===== src/rtl/img_pattern_tx.sv =====
// Sensor parallel-interface pattern transmitter: one frame of decrementing 12-bit pixels per cmd_frame toggle.
// Define IMG_PATTERN_TX_PIXCOUNT_EN to enable the status_pixelCount counter (otherwise it is tied to 0).
module img_pattern_tx #(
    parameter int ImgWidth  = 2304,
    parameter int ImgHeight = 1296,
    parameter int LineBlank = 8,
    parameter int FramePre  = 4,
    parameter int FramePost = 4
) (
    input  logic        clk,
    input  logic        rst_,
    input  logic        cmd_frame,
    output logic        status_frameDone,
    output logic [31:0] status_pixelCount,
    output logic [11:0] img_d,
    output logic        img_fv,
    output logic        img_lv
);

    localparam int MaxA   = (ImgWidth > LineBlank) ? ImgWidth : LineBlank;
    localparam int MaxB   = (FramePre > FramePost) ? FramePre : FramePost;
    localparam int CntMax = (MaxA > MaxB) ? MaxA : MaxB;
    localparam int CntW   = $clog2(CntMax + 1);
    localparam int RowW   = $clog2(ImgHeight + 1);

    localparam logic [CntW-1:0] PreLast   = CntW'(FramePre - 1);
    localparam logic [CntW-1:0] LineLast  = CntW'(ImgWidth - 1);
    localparam logic [CntW-1:0] BlankLast = CntW'(LineBlank - 1);
    localparam logic [CntW-1:0] PostLast  = CntW'(FramePost - 1);
    localparam logic [RowW-1:0] RowLast   = RowW'(ImgHeight - 1);

    typedef enum logic [2:0] {IDLE, PRE, LINE, BLANK, POST} state_t;

    state_t          state, state_nx;
    logic [CntW-1:0] cnt, cnt_nx;
    logic [RowW-1:0] row, row_nx;
    logic            cmd_copy, cmd_copy_nx;
    logic [11:0]     pix, pix_nx;
    logic [11:0]     img_d_nx;
    logic            done_nx;

    // cnt counts cycles within the current state; pix holds the next pixel to present
    always_comb begin
        state_nx    = state;
        cnt_nx      = cnt + 1'b1;
        row_nx      = row;
        cmd_copy_nx = cmd_copy;
        pix_nx      = pix;
        done_nx     = status_frameDone;
        img_d_nx    = '0;

        case (state)
            IDLE: begin
                cnt_nx = '0;
                row_nx = '0;
                if (cmd_frame != cmd_copy) begin
                    cmd_copy_nx = cmd_frame;
                    pix_nx      = 12'hFFF;
                    state_nx    = PRE;
                end
            end
            PRE: begin
                if (cnt == PreLast) begin
                    cnt_nx   = '0;
                    state_nx = LINE;
                end
            end
            LINE: begin
                if (cnt == LineLast) begin
                    cnt_nx   = '0;
                    row_nx   = row + 1'b1;
                    state_nx = (row == RowLast) ? POST : BLANK;
                end
            end
            BLANK: begin
                if (cnt == BlankLast) begin
                    cnt_nx   = '0;
                    state_nx = LINE;
                end
            end
            POST: begin
                if (cnt == PostLast) begin
                    cnt_nx   = '0;
                    row_nx   = '0;
                    done_nx  = ~status_frameDone;
                    state_nx = IDLE;
                end
            end
            default: begin
                cnt_nx   = '0;
                row_nx   = '0;
                state_nx = IDLE;
            end
        endcase

        if (state_nx == LINE) begin
            img_d_nx = pix;
            pix_nx   = pix - 12'd1;
        end
    end

    // Outputs are derived from the next state so they line up with the registered state
    always_ff @(posedge clk or negedge rst_) begin
        if (!rst_) begin
            state            <= IDLE;
            cnt              <= '0;
            row              <= '0;
            cmd_copy         <= 1'b0;
            pix              <= '0;
            img_fv           <= 1'b0;
            img_lv           <= 1'b0;
            img_d            <= '0;
            status_frameDone <= 1'b0;
        end else begin
            state            <= state_nx;
            cnt              <= cnt_nx;
            row              <= row_nx;
            cmd_copy         <= cmd_copy_nx;
            pix              <= pix_nx;
            img_fv           <= (state_nx != IDLE);
            img_lv           <= (state_nx == LINE);
            img_d            <= img_d_nx;
            status_frameDone <= done_nx;
        end
    end

`ifdef IMG_PATTERN_TX_PIXCOUNT_EN
    logic [31:0] pix_count;

    always_ff @(posedge clk or negedge rst_) begin
        if (!rst_) begin
            pix_count <= '0;
        end else if (state == IDLE && state_nx == PRE) begin
            pix_count <= '0;
        end else if (state_nx == LINE && pix_count != 32'hFFFF_FFFF) begin
            pix_count <= pix_count + 32'd1;
        end
    end

    assign status_pixelCount = pix_count;
`else
    assign status_pixelCount = 32'd0;
`endif

endmodule

===== config.mk =====
export PLATFORM = sky130hd
export DESIGN_NAME = img_pattern_tx
export DESIGN_NICKNAME = d
export VERILOG_FILES = /design/src/rtl/img_pattern_tx.sv
export SDC_FILE = /design/constraint.sdc
export NUM_CORES = 1
export LEC_CHECK = 0
export CORE_AREA = 2 2 84 86
export CTS_CLUSTER_SIZE = 10
export DETAILED_ROUTE_END_ITERATION = 10
export DIE_AREA = 0 0 86 88
export PLACE_DENSITY = 0.78
export SETUP_SLACK_MARGIN = 0.3
export SLEW_MARGIN = 10
export SYNTH_ARGS = -nofsm -noshare
export SYNTH_HDL_FRONTEND = slang
export SYNTH_SLANG_ARGS = --single-unit

===== constraint.sdc =====
create_clock -name clk -period 3.11 [get_ports clk]
set_input_delay 0.933 -clock clk [delete_from_list [all_inputs] [get_ports clk]]
set_output_delay 0.933 -clock clk [all_outputs]
set_load 0.02 [all_outputs]

==> flow_metrics.env, run 1 <==
export IMPL_reg2reg_from="cnt[0]"
export IMPL_drive_above_1_share_pct=6.88
export IMPL_avgViaCountPerCell=5.33
export IMPL_slew_headroom_pct=52.4
export IMPL_required_ns=3.35
export IMPL_path_delay_family="simple AND/OR/NAND/NOR gates"
export IMPL_overflow=0
export IMPL_nets=326
export IMPL_synth_flop_cell="dfrtp_1"
export IMPL_area_delta_synth_final_pct=7.53
export IMPL_synth_fa_ha_area_share_pct=1.28
export IMPL_dieArea_mm2=0.00757
export IMPL_synth_cell_type_count=48
export IMPL_clockRootBuffer="clkbuf_8"
export IMPL_cts_buffers_inserted=5
export IMPL_grt_pass1_wl_um=8900
export IMPL_skew_ns=0.00995
export IMPL_hold_path_class="register to register"
export IMPL_fin_total_pwr_w=0.00121
export IMPL_vias=2130
export IMPL_first_pass_iters=4
export IMPL_initial_utilization_pct=44.0
export IMPL_outcome="finished clean"
export IMPL_crit_buf_inv=0
export IMPL_p_per_area_mw_per_mm2=386
export IMPL_syn_area_per_cell_um2=9.59
export IMPL_crit_fanout=15
export IMPL_cts_tree="built"
export IMPL_critPathSlowestCell="or4_1"
export IMPL_route_detailed_drc=0
export IMPL_synth_ff_latch_count=54
export IMPL_tightest_slew_ns=0.713
export IMPL_boundaryPins=50
export IMPL_grt_pass1_vias=1963
export IMPL_route_detailed_wl_per_inst_um=13.0
export IMPL_clock_sinks=54
export IMPL_max_cap_viol_count=0
export IMPL_totalWireLength_um=5200
export IMPL_clock_latency_ns=0.30
export IMPL_synth_edf_count=0
export IMPL_synth_xor_area_share_pct=3.89
export IMPL_hold_buffers=0
export IMPL_gr_usage_all_layers_pct=14.6
export IMPL_grt_max_degree=29
export IMPL_max_stage_delay_ns=0.58
export IMPL_hold_path_startpoint="status_frameDone"
export IMPL_synth_top_family_by_area="simple AND/OR/NAND/NOR gates"
export IMPL_synth_simple_area_share_pct=25.6
export IMPL_n_fill_cell=613
export IMPL_core_region_area_mm2=0.00664
export IMPL_netlist_area_mm2=0.00293
export IMPL_syn_inst=305
export IMPL_cts_setup_buffers=0
export IMPL_fin_tns_setup_ns=0
export IMPL_finalSetupViolations=0
export IMPL_crit_start="cnt[0]"
export IMPL_gp_congestion=0.844
export IMPL_fin_crit_sh_pct=78.3
export IMPL_ys_warnings_count=0
export IMPL_async_flop_share_pct=100
export IMPL_synth_compound_area_share_pct=8.68
export IMPL_dr_first_iter_drc_count=131
export IMPL_crit_type="register to register"
export IMPL_cts_htree_levels=2
export IMPL_endpoint_kind="register"
export IMPL_die_y_um=88
export IMPL_cts_max_path_buffers=2
export IMPL_ant_nets=0
export IMPL_start_kind="register"
export IMPL_fmax_ghz=0.411
export IMPL_ctsResizeCount=0
export IMPL_ir_worst_vdd_mv=0.196
export IMPL_muxShareOfSynthArea_pct=2.82
export IMPL_place_hpwl_um=3750
export IMPL_die_width_um=86
export IMPL_rsz0062_at_grt="false"
export IMPL_antennaDiodeCount=0
export IMPL_critical_path_arrival_ns=2.67
export IMPL_yosysSeqAreaShare_pct=46.2
export IMPL_rows=30
export IMPL_drv_slew=0
export IMPL_hold_viol_final=0
export IMPL_portBuffers=17
export IMPL_p_leak_nw=1.31
export IMPL_cp_cell_sequence="ha_1 -> and4_1 -> nand4_1 -> a22o_1 -> or4_1 -> a21boi_1"
export IMPL_antenna_found_initial=0
export IMPL_path_clk_slew_ns=0.10
export IMPL_min_period_ns=2.43
-- worst register-to-register path, stage by stage (launching register included) --
cell,delay (ns)
dfrtp_1,0.39
ha_1,0.23
and4_1,0.28
nand4_1,0.28
a22o_1,0.46
or4_1,0.58
a21boi_1,0.16
-- synth_stat cells, types with 2 or more instances --
master	n	area share (%)
dfrtp_1	54	46
buf_4	33	8.5
nor2_1	28	3.6
nand2_1	20	2.6
and3_1	15	3.2
nand3_1	12	2.1
nor3_1	12	2.1
o21ai_0	11	1.9
or3_1	11	2.4
inv_1	9	1.2
or4_1	8	2.1
a21oi_1	7	1.2
o31ai_1	7	1.8
xnor2_1	7	2.1
clkbuf_1	6	0.77
mux2i_1	6	2.1
xor2_1	6	1.8
nand2b_1	5	1.1
nor4_1	5	1.1
nand4_1	4	0.86
a21boi_1	3	0.77
ha_1	3	1.3
nor2b_1	3	0.64
a22o_1	2	0.60
buf_1	2	0.26
buf_2	2	0.34
mux2_2	2	0.77
nand3b_1	2	0.51
-- metal layers --
metal | global-route usage [%] | part of all wire (%)
met5 | 0 | 0
met4 | 4.47 | 1.3
met3 | 2.64 | 3.2
met2 | 24.5 | 50
met1 | 19.4 | 45
-- path summary, 6_finish.rpt --
check	endpoint	slack (ns)	cells past startpoint
setup / recovery	row[6]	0.68	6
hold / removal	status_frameDone	0.48	1
setup reg to reg	row[6]	0.68	6
hold reg to reg	status_frameDone	0.48	1
max in group asynchronous	cnt[11]	1.84	2
min in group asynchronous	img_d[8]	0.63	1
-- layout by cell type, fill, tap and decap left out, types with 2 or more instances in the layout --
cell type,count
xnor2_1,7
nor2b_1,3
o31ai_1,7
xor2_1,6
nor2_1,28
nand2_1,20
a21oi_1,7
nand3_1,12
dfrtp_1,54
clkdlybuf4s50_1,16
or3_1,11
buf_4,4
conb_1,32
a21boi_1,3
a22o_1,2
or4_1,8
nor4_1,5
mux2_2,2
nand4_1,4
ha_1,3
nor3_1,12
nand2b_1,5
nand3b_1,2
o21ai_0,11
clkbuf_8,5
inv_1,9
and3_1,15
mux2i_1,6
-- layout make-up --
cell class | instances | area, µm² | area share (%)
sequential | 54 | 1350 | 43.0
clock buffer | 5 | 68.8 | 2.19
timing repair buffer | 21 | 195 | 6.21
tap | 80 | 100 | 3.18
multi-input combinational | 229 | 1360 | 43.2
clock inverter | 2 | 38.8 | 1.23
inverter | 9 | 33.8 | 1.07
-- through the flow --
stage          hold slack [ns]  std cells  util, %  instance area, µm²  setup WS [ns]
6_report                 0.484        400     47.3                3150          0.676
5_1_grt                  0.500        400     47.3                3150          0.439
4_1_cts                  0.489        400     47.3                3150          0.654
3_5_place_dp             0.476        393     45.7                3040          0.623
3_3_place_gp             0.460        393     45.7                3040          0.670
2_1_floorplan            0.447        336        -                3040          0.988
-- sequential cells by signal (all words and copies together) (netlist names) --
signal            cells
state                 3
img_lv                1
status_frameDone      1
img_fv                1
img_d                12
cmd_copy              1
row                  11
cnt                  12
pix                  12
-- report_power, final --
part	internal [W]	total (W)	switching [W]
Sequential	0.000701	0.000701	0
Clock	0.000237	0.000462	0.000225
Combinational	0.00000344	0.0000514	0.0000480
-- cell families (layout without fill, tap and decap cells) --
| logic type | Yosys count | after routing |
|---|---|---|
| AO/OA/AOI/OAI | 38 | 38 |
| AND/OR/NAND/NOR | 135 | 135 |
| adder cells (fa/ha/maj) | 3 | 3 |
| other | 1 | 32 |
| multiplexers | 8 | 8 |
| XOR/XNOR | 13 | 13 |
| buffers and inverters | 53 | 37 |
| flip-flops | 54 | 54 |
Power figures use the tool's default switching activity.
==> run 2, diff against run 1 <==
--- a/config.mk
+++ b/config.mk
@@ -9,7 +9,7 @@
 export CTS_CLUSTER_SIZE = 10
 export DETAILED_ROUTE_END_ITERATION = 10
 export DIE_AREA = 0 0 86 88
-export PLACE_DENSITY = 0.78
+export PLACE_DENSITY = 0.81
 export SETUP_SLACK_MARGIN = 0.3
 export SLEW_MARGIN = 10
 export SYNTH_ARGS = -nofsm -noshare
==> constraint.sdc (replaced) <==
create_clock -name clk -period 2.2 [get_ports clk]
set_input_delay 0.66 -clock clk [delete_from_list [all_inputs] [get_ports clk]]
set_output_delay 0.66 -clock clk [all_outputs]
set_load 0.02 [all_outputs]
==> flow_metrics.env, run 2 (synthesis results as in run 1) <==
export IMPL_cts_htree_levels=2
export IMPL_fin_total_pwr_w=0.00166
export IMPL_layout_common_cells="54 x dfrtp_1, 32 x conb_1, 26 x buf_4, 20 x nor2_1, 20 x nand2_1"
export IMPL_p_clk_share_pct=35.9
export IMPL_boundaryPins=50
export IMPL_cts_tree="built"
export IMPL_p_leak_nw=1.52
export IMPL_cts_buffers_inserted=5
export IMPL_gr_usage_all_layers_pct=17.5
export IMPL_route_detailed_wl_per_inst_um=14.9
export IMPL_p_switching_w=0.000426
export IMPL_p_int_w=0.00124
export IMPL_clockRootBuffer="clkbuf_8"
export IMPL_reg_top3="cnt: 12 flops, img_d: 12 flops, pix: 12 flops"
export IMPL_rows=30
export IMPL_area_delta_synth_final_pct=27.8
export IMPL_cp_cell_sequence="ha_4 -> or4b_4 -> nor3_4 -> buf_6 -> a32oi_4 -> or4_1 -> nand3_1"
export IMPL_fmax_ghz=0.460
export IMPL_path_clk_slew_ns=0.11
export IMPL_totalWireLength_um=6490
export IMPL_p_per_area_mw_per_mm2=445
export IMPL_start_kind="register"
export IMPL_die_width_um=86
export IMPL_clock_sinks=54
export IMPL_antennaDiodeCount=0
export IMPL_placed_cells=406
export IMPL_hold_viol_final=0
export IMPL_grt_pass1_wl_um=10600
export IMPL_path_delay_family="simple AND/OR/NAND/NOR gates"
export IMPL_sw_frac_of_total_pct=25.6
export IMPL_setup_ws_ns=0.0245
export IMPL_ir_worst_vdd_mv=0.278
export IMPL_crit_buf_inv=1
export IMPL_pwr_share_comb_pct=4.5
export IMPL_final_instance_count_excl_fill=436
export IMPL_vias=2347
export IMPL_fin_crit_sh_pct=98.9
export IMPL_crit_type="register to register"
export IMPL_critical_path_arrival_ns=2.43
export IMPL_die_y_um=88
export IMPL_core_region_area_mm2=0.00664
export IMPL_cts_max_path_buffers=2
export IMPL_drive_above_1_share_pct=27.0
export IMPL_portBuffers=17
export IMPL_max_cap_viol_count=0
export IMPL_max_stage_delay_ns=0.51
export IMPL_hold_buffers=0
export IMPL_nets=361
export IMPL_power_share_sequential_pct=59.7
export IMPL_drv_slew=0
export IMPL_avgViaCountPerCell=5.38
export IMPL_min_period_ns=2.18
export IMPL_fin_tns_setup_ns=0
export IMPL_dieArea_mm2=0.00757
export IMPL_required_ns=2.46
export IMPL_hold_path_class="input port to asynchronous set/reset pin"
export IMPL_endpoint_kind="register"
export IMPL_dr_first_iter_drc_count=166
export IMPL_outcome="finished clean"
export IMPL_final_common_cell="dfrtp_1"
export IMPL_route_detailed_drc=0
export IMPL_utilization_pct=56.3
export IMPL_grt_pass1_vias=2229
export IMPL_critPathSlowestCell="or4_1"
export IMPL_place_hpwl_um=3880
export IMPL_crit_fanout=7
export IMPL_dp_slack_ns=-0.0282
export IMPL_antenna_found_initial=0
export IMPL_rsz0062_at_grt="true"
export IMPL_initial_utilization_pct=44.0
export IMPL_ant_nets=0
export IMPL_finalSetupViolations=0
export IMPL_clock_latency_ns=0.32
export IMPL_overflow=0
export IMPL_gp_congestion=0.854
export IMPL_first_pass_iters=4
export IMPL_skew_ns=0.0131
export IMPL_grt_max_degree=36
run 2: power groups by stage:
stage | Sequential (W) | Combinational (W) | Clock [W]
2_1_floorplan | 0.00101 | 0.0000916 | 0
3_3_place_gp | 0.00101 | 0.0000747 | 0
3_5_place_dp | 0.00101 | 0.0000750 | 0
4_1_cts | 0.000992 | 0.0000749 | 0.000615
5_1_grt | 0.000992 | 0.0000824 | 0.000657
6_report | 0.000992 | 0.0000741 | 0.000597
run 2: per-layer routing:
| layer | GRT usage (%) | vias to the layer above | wire [µm] |
|---|---|---|---|
| met4 | 6.64 | 0 | 140 |
| met5 | 0 | - | 0 |
| met1 | 22.1 | 1149 | 2700 |
| met3 | 2.73 | 13 | 227 |
| met2 | 30.2 | 68 | 3420 |
| li1 | - | 1117 | - |
run 2: area by class of cell:
| class | instances | area, µm² |
|---|---|---|
| multi-input cells | 231 | 1670 |
| well taps | 80 | 100 |
| flip-flops and latches | 54 | 1350 |
| clock buffers | 5 | 68.8 |
| inverters | 9 | 33.8 |
| repair buffers | 54 | 482 |
| clock inverters | 3 | 28.8 |
| fillers | 538 | 2910 |
run 2: worst reg2reg max path: cells and delay by family, from the launching register on:
kind            cells  cell delay [ns]
flops               1             0.42
fa+ha+maj           1             0.15
simple gates        4             1.28
compound gates      1             0.14
buf+inv             1             0.13
run 2: final timing paths:
kind                                        from          endpoint  slack, ns  cells after the start
worst max-delay path                      cnt[1]            pix[8]       0.02                      7
worst min-delay path                        rst_          img_d[6]       0.27                      1
worst max register to register            cnt[1]            pix[8]       0.02                      7
worst min register to register  status_frameDone  status_frameDone       0.47                      1
max in group asynchronous                   rst_  status_frameDone       1.39                      2
min in group clk                status_frameDone  status_frameDone       0.47                      1
run 2: what timing repair did:
item / 4_1_cts / 5_1_grt
resized for setup: 54 / 27
endpoints found under the setup margin: 63 / 53
setup buffers: 13 / 6
cloned: 3 / 0
pin swaps: 25 / 15
run 2: stage by stage:
stage	area [µm²]	hold WS, ns
after floorplan	3130	0.364
after global placement	3210	0.469
after detailed placement	3210	0.467
after CTS	3580	0.288
after global routing	3740	0.300
final	3740	0.274
